### config.mk
export PLATFORM = sky130hd
export DESIGN_NAME = uart_baud_gen_frac
export DESIGN_NICKNAME = d
export VERILOG_FILES = /design/src/rtl/uart_baud_gen_frac.sv
export SDC_FILE = /design/constraint.sdc
export NUM_CORES = 1
export LEC_CHECK = 0
export BUFFER_PORTS_ARGS = -buffer_cell sky130_fd_sc_hd__buf_2
export CAP_MARGIN = 20
export CORE_MARGIN = 3
export CORE_UTILIZATION = 50
export CTS_BUF_LIST = sky130_fd_sc_hd__clkbuf_16
export CTS_CLUSTER_SIZE = 12
export DETAILED_ROUTE_END_ITERATION = 16
export PLACE_DENSITY = 0.66
export SLEW_MARGIN = 20
export SYNTH_ARGS = -nofsm -noshare
export SYNTH_HDL_FRONTEND = slang
export SYNTH_SLANG_ARGS = --single-unit
export TNS_END_PERCENT = 30
### constraint.sdc
create_clock -name clk -period 9.8 [get_ports clk]
set_clock_uncertainty 0.2 [all_clocks]
set_input_delay 0.98 -clock clk [delete_from_list [all_inputs] [get_ports clk]]
set_output_delay 0.98 -clock clk [all_outputs]
set_load 0.01 [all_outputs]
### src/rtl/uart_baud_gen_frac.sv
// ----------------------------------------------------------------------------
// uart_baud_gen_frac
// Fractional baud-rate generator. Produces an oversampling strobe whose mean
// period is div_int + div_frac/2^FRAC_W clock cycles, a bit strobe every OVS
// samples and a mid-bit strobe at sample OVS/2. Divisor changes are staged in
// a shadow register and take effect at a period boundary; restart realigns
// the phase to zero for RX start-bit alignment.
//
// Ports
//   clk            clock
//   reset_n        asynchronous active-low reset
//   en_i           count enable; low freezes all counters and silences ticks
//   div_int_i      requested integer divisor
//   div_frac_i     requested fractional divisor
//   load_i         one-cycle pulse, captures div_int_i/div_frac_i
//   restart_i      one-cycle pulse, realigns phase to zero
//   sample_tick_o  one-cycle oversample strobe
//   bit_tick_o     one-cycle strobe every OVS sample ticks
//   mid_tick_o     one-cycle strobe at sample OVS/2 of each bit
//   load_pending_o shadow divisor captured but not yet active
// ----------------------------------------------------------------------------
module uart_baud_gen_frac #(
    parameter int unsigned DIV_W    = 16,
    parameter int unsigned FRAC_W   = 4,
    parameter int unsigned OVS      = 16,
    parameter int unsigned DEF_INT  = 54,
    parameter int unsigned DEF_FRAC = 4
) (
    input  logic              clk,
    input  logic              reset_n,
    input  logic              en_i,
    input  logic [DIV_W-1:0]  div_int_i,
    input  logic [FRAC_W-1:0] div_frac_i,
    input  logic              load_i,
    input  logic              restart_i,
    output logic              sample_tick_o,
    output logic              bit_tick_o,
    output logic              mid_tick_o,
    output logic              load_pending_o
);

    localparam int unsigned OVS_W = (OVS > 1) ? $clog2(OVS) : 1;
    localparam logic [OVS_W-1:0]  OVS_LAST = OVS_W'(OVS - 1);
    localparam logic [OVS_W-1:0]  OVS_MID  = OVS_W'(OVS / 2 - 1);
    localparam logic [DIV_W-1:0]  RST_INT  = DIV_W'(DEF_INT);
    localparam logic [FRAC_W-1:0] RST_FRAC = FRAC_W'(DEF_FRAC);

    logic [DIV_W-1:0]  a_int_q,  a_int_d;
    logic [FRAC_W-1:0] a_frac_q, a_frac_d;
    logic [DIV_W-1:0]  s_int_q,  s_int_d;
    logic [FRAC_W-1:0] s_frac_q, s_frac_d;
    logic              pend_q,   pend_d;
    logic [DIV_W-1:0]  cnt_q,    cnt_d;
    logic [FRAC_W-1:0] acc_q,    acc_d;
    logic              ext_q,    ext_d;
    logic [OVS_W-1:0]  ovs_q,    ovs_d;
    logic              sample_q, sample_d;
    logic              bit_q,    bit_d;
    logic              mid_q,    mid_d;

    logic [DIV_W-1:0]  eff_int;
    logic [DIV_W-1:0]  term;
    logic              at_term;
    logic [FRAC_W:0]   frac_sum;

    // Period terminal count; divisors below 2 behave as 2.
    always_comb begin
        eff_int  = (a_int_q < DIV_W'(2)) ? DIV_W'(2) : a_int_q;
        term     = eff_int - DIV_W'(1) + DIV_W'(ext_q);
        // >= rather than == so a smaller divisor loaded directly while the
        // counter is frozen past the new terminal still closes the period.
        at_term  = (cnt_q >= term);
        frac_sum = {1'b0, acc_q} + {1'b0, a_frac_q};
    end

    // Next-state and tick logic.
    always_comb begin
        a_int_d  = a_int_q;
        a_frac_d = a_frac_q;
        s_int_d  = s_int_q;
        s_frac_d = s_frac_q;
        pend_d   = pend_q;
        cnt_d    = cnt_q;
        acc_d    = acc_q;
        ext_d    = ext_q;
        ovs_d    = ovs_q;
        sample_d = 1'b0;
        bit_d    = 1'b0;
        mid_d    = 1'b0;

        if (restart_i) begin
            cnt_d = '0;
            acc_d = '0;
            ext_d = 1'b0;
            ovs_d = '0;
            if (load_i) begin
                a_int_d  = div_int_i;
                a_frac_d = div_frac_i;
            end else if (pend_q) begin
                a_int_d  = s_int_q;
                a_frac_d = s_frac_q;
            end
            pend_d = 1'b0;
        end else if (!en_i) begin
            // Idle generator: a new divisor can be taken on directly.
            if (load_i) begin
                a_int_d  = div_int_i;
                a_frac_d = div_frac_i;
                pend_d   = 1'b0;
            end
        end else if (at_term) begin
            cnt_d          = '0;
            {ext_d, acc_d} = frac_sum;
            sample_d       = 1'b1;
            ovs_d          = ovs_q + OVS_W'(1);
            bit_d          = (ovs_q == OVS_LAST);
            mid_d          = (ovs_q == OVS_MID);
            // A load on the boundary edge supersedes any older shadow value.
            if (load_i) begin
                a_int_d  = div_int_i;
                a_frac_d = div_frac_i;
            end else if (pend_q) begin
                a_int_d  = s_int_q;
                a_frac_d = s_frac_q;
            end
            pend_d = 1'b0;
        end else begin
            cnt_d = cnt_q + DIV_W'(1);
            if (load_i) begin
                s_int_d  = div_int_i;
                s_frac_d = div_frac_i;
                pend_d   = 1'b1;
            end
        end
    end

    // State register.
    always_ff @(posedge clk or negedge reset_n) begin
        if (!reset_n) begin
            a_int_q  <= RST_INT;
            a_frac_q <= RST_FRAC;
            s_int_q  <= '0;
            s_frac_q <= '0;
            pend_q   <= 1'b0;
            cnt_q    <= '0;
            acc_q    <= '0;
            ext_q    <= 1'b0;
            ovs_q    <= '0;
            sample_q <= 1'b0;
            bit_q    <= 1'b0;
            mid_q    <= 1'b0;
        end else begin
            a_int_q  <= a_int_d;
            a_frac_q <= a_frac_d;
            s_int_q  <= s_int_d;
            s_frac_q <= s_frac_d;
            pend_q   <= pend_d;
            cnt_q    <= cnt_d;
            acc_q    <= acc_d;
            ext_q    <= ext_d;
            ovs_q    <= ovs_d;
            sample_q <= sample_d;
            bit_q    <= bit_d;
            mid_q    <= mid_d;
        end
    end

    assign sample_tick_o  = sample_q;
    assign bit_tick_o     = bit_q;
    assign mid_tick_o     = mid_q;
    assign load_pending_o = pend_q;

endmodule
==> impl_summary.txt <==
----------------------------------------------------
[Worst setup path]
  Category of the worst setup path launch point ... flip-flop
  Element type at the critical path end ... flip-flop
  Arrival time of the worst setup path ... approximately 5800 ps
  Worst EP required ... a little under 10000 ps
  Type of the worst setup path ... flip-flop to flip-flop
  Largest fanout on the critical path ... 21

[Detailed routing]
  Via count ... a little under 3k
  Remaining routing DRC violations ... 0
  Total Routed Length ... just over 8000 um
  Number of routed nets with antenna violations ... 0
  Detail-routed via count per cell ... 5.83
  Routed wire length per instance ... 16.6 um
  Initial DRC count ... 107
  Pre-antenna DRT Iters ... 4

[STA]
  Highest clock frequency the design can meet ... 173 MHz
  Total negative setup slack ... 0 ps
  Final critical path time including I/O delays and setup ... 5770 ps
  Setup repair after global routing missed its margin ... false
  Final count of pins violating max slew ... 0
  Portion of the clock cycle consumed by the worst path in the final layout ... approximately 60%
  Count of final hold-check violations ... 0
  Worst slew margin relative to its limit ... ~33%
  Least-Margin Pin Slew ... 1000 ps
  Final setup viols ... 0

[Layout]
  Most common library cell in the layout ignoring fill and taps ... dfrtp_1
  Proportion of layout cells with a drive suffix above 1 ... approximately 20%
  Leading cell types in the layout, fill and taps excluded ... dfrtp_1, o21ai_0, buf_2
  Post-route design area ... 4420 sq um
  Antenna fix cells ... 0
  Area delta synth->final ... 13.2%
  Layout Nets ... 444

[Clock network]
  Later-pin clock latency in the skew report ... 330 ps
  Post-CTS sizing ... 0
  Clock sink total ... between 60 and 70
  Num CTS Buffers ... 9
  Number of buffers between clock root and the deepest sink ... 2
  Clock transition at path regs ... about 60 ps
  H-tree level count ... 3
  Total setup buffers inserted after CTS ... 0
  Clock root buffer ... clkbuf_16
  Hold bufs inserted after CTS ... 0
  TritonCTS clock tree ... built

[Placement]
  Post-DP HPWL ... 5650 um
  Placed instance area ... between 4000 and 5000 sq um
  Number of input and output port buffers inserted ... 28
  Weighted congestion at the end of routability-driven global placement ... 0.888

[Synthesis]
  Ys flop type ... dfrtp_1
  Nets in the synthesized netlist ... 420
  Number of enable flip-flop cells after synthesis ... 0
  Synth top area share ... 41.0%
  Sequential area share after synthesis ... 44.4%
  Share of synthesized registers carrying an async set or reset ... 100%
  Cell type with the highest aggregate area in the netlist ... dfrtp_1
  Yosys warning count ... 0
  Post-Synthesis Cells ... 370
  Synthesized area divided by synthesized cell count ... 10.6 sq um
  Top cells by area, synth ... dfrtp_1, ha_1, mux2_2
  Number of distinct library cells after synthesis ... 52
  Post-Syn Area ... 3900 sq um
  Total of flip-flops plus latches after synthesis ... 69

[Global routing]
  Via count of the first global-routing pass ... 2852
  Largest net degree at the start of global routing ... 70
  GRT overflow ... 0
  Antenna violations before repair ... 0
  Global-route wire length before repair ... between 10000 and 15000 um
  Total track usage ... 20.3%

[Run]
  Maxcap violations ... 0

[Floorplan]
  Initial Utilization ... 52.7%
  Floorplan Core Area ... 7410 sq um
  Die area ... 8910 sq um
  Standard-cell rows ... 31
  Die Height ... 94.4 um
  Top-level port count ... 29
  Die width ... 94.4 um

[Power and ir drop]
  Leak ... 1.95 nW
  Power Density ... 180 nW/um^2
  Peak VDD IR ... between 0.09 and 0.1 mV

[Min path]
  Class of the most critical hold timing path ... flip-flop to flip-flop

[Outcome]
  Result of the run ... completed

----------------------------------------------------
final timing paths:
check / start / to / slack (ps) / cells after the start
hold / removal: s_int_q[1] / s_int_q[1] / 290 / 1
max in group asynchronous: reset_n / load_pending_o / 8200 / 2
hold reg to reg: s_int_q[1] / s_int_q[1] / 290 / 1
setup reg to reg: a_int_q[10] / s_int_q[13] / 4030 / 17
setup / recovery: a_int_q[10] / s_int_q[13] / 4030 / 17
min in group asynchronous: reset_n / cnt_q[5] / 640 / 2
through the flow:
stage	setup WS [ps]	hold slack (ps)	std cells	total power [W]	utilization, %
3_3_place_gp	4230	267	482	0.000455	55.4
3_5_place_dp	4050	285	482	0.000459	55.4
5_1_grt	3620	306	498	0.000836	59.7
2_1_floorplan	5010	255	370	0.000423	-
4_1_cts	4060	298	498	0.000802	59.6
6_report	4030	293	498	0.000795	59.7
worst max-delay path, cell delays in order (launching register included):
cell and delay [ps]:
dfrtp_1 400, or4_4 560, or4_4 460, nor4_4 250, inv_1 70, o21ai_0 160
ha_1 190, ha_1 220, nand2_1 140, nor3_1 240, xnor2_1 110, ha_1 280
nand4_1 140, nor3_2 230, or4b_4 520, and4b_4 270, nand2_1 750, mux2_2 430
layer usage:
| metal | track usage [%] | vias to the layer above | wire length (um) |
|---|---|---|---|
| li1 | - | 1453 | - |
| met1 | 29.3 | 1399 | 4210 |
| met2 | 30.7 | 44 | 3700 |
| met3 | 4.38 | 8 | 293 |
| met4 | 5.90 | 0 | 90 |
| met5 | 0 | - | 0 |
kinds of logic after synthesis:
kind of cell | synth area share (%)
AO/OA/AOI/OAI | 16.8
adder cells (fa/ha/maj) | 8.20
flip-flops | 44.4
multiplexers | 5.77
XOR/XNOR | 3.59
buffers and inverters | 3.08
AND/OR/NAND/NOR | 18.2
area by class of cell:
class | instances | area, sq um
Clock buffer | 9 | 225
Clock inverter | 7 | 88.8
Fill cell | 629 | 2990
Inverter | 8 | 30.0
Multi-Input combinational cell | 275 | 2060
Sequential cell | 69 | 1730
Tap cell | 99 | 124
Timing Repair Buffer | 31 | 163
synthesized netlist by cell type, types with 4 or more instances:
| cell type | n |
|---|---|
| dfrtp_1 | 64 |
| o21ai_0 | 34 |
| ha_1 | 24 |
| or4_1 | 22 |
| nor2_1 | 21 |
| a2bb2oi_1 | 20 |
| nand2_1 | 19 |
| mux2_2 | 18 |
| a21oi_1 | 13 |
| nand3_1 | 10 |
| xnor2_1 | 10 |
| clkbuf_1 | 9 |
| inv_1 | 8 |
| a21o_1 | 7 |
| a22o_1 | 7 |
| and3_1 | 6 |
| buf_2 | 6 |
| nor3_1 | 6 |
| xor2_1 | 6 |
| dfstp_2 | 5 |
| nand2b_1 | 5 |
| nor4_1 | 5 |
| nor3b_1 | 4 |
registers in the layout (all words and copies together) (netlist names), 4 cells and up:
name	flops
s_frac_q	4
cnt_q	16
a_frac_q	4
s_int_q	16
acc_q	4
ovs_q	4
a_int_q	16
report_power, final:
part	switching, W	internal, W
Combinational	0.0000551	0.0000544
Clock	0.000119	0.000221
Sequential	0.0000261	0.000319
No activity file was read; power rests on OpenSTA's default activity.
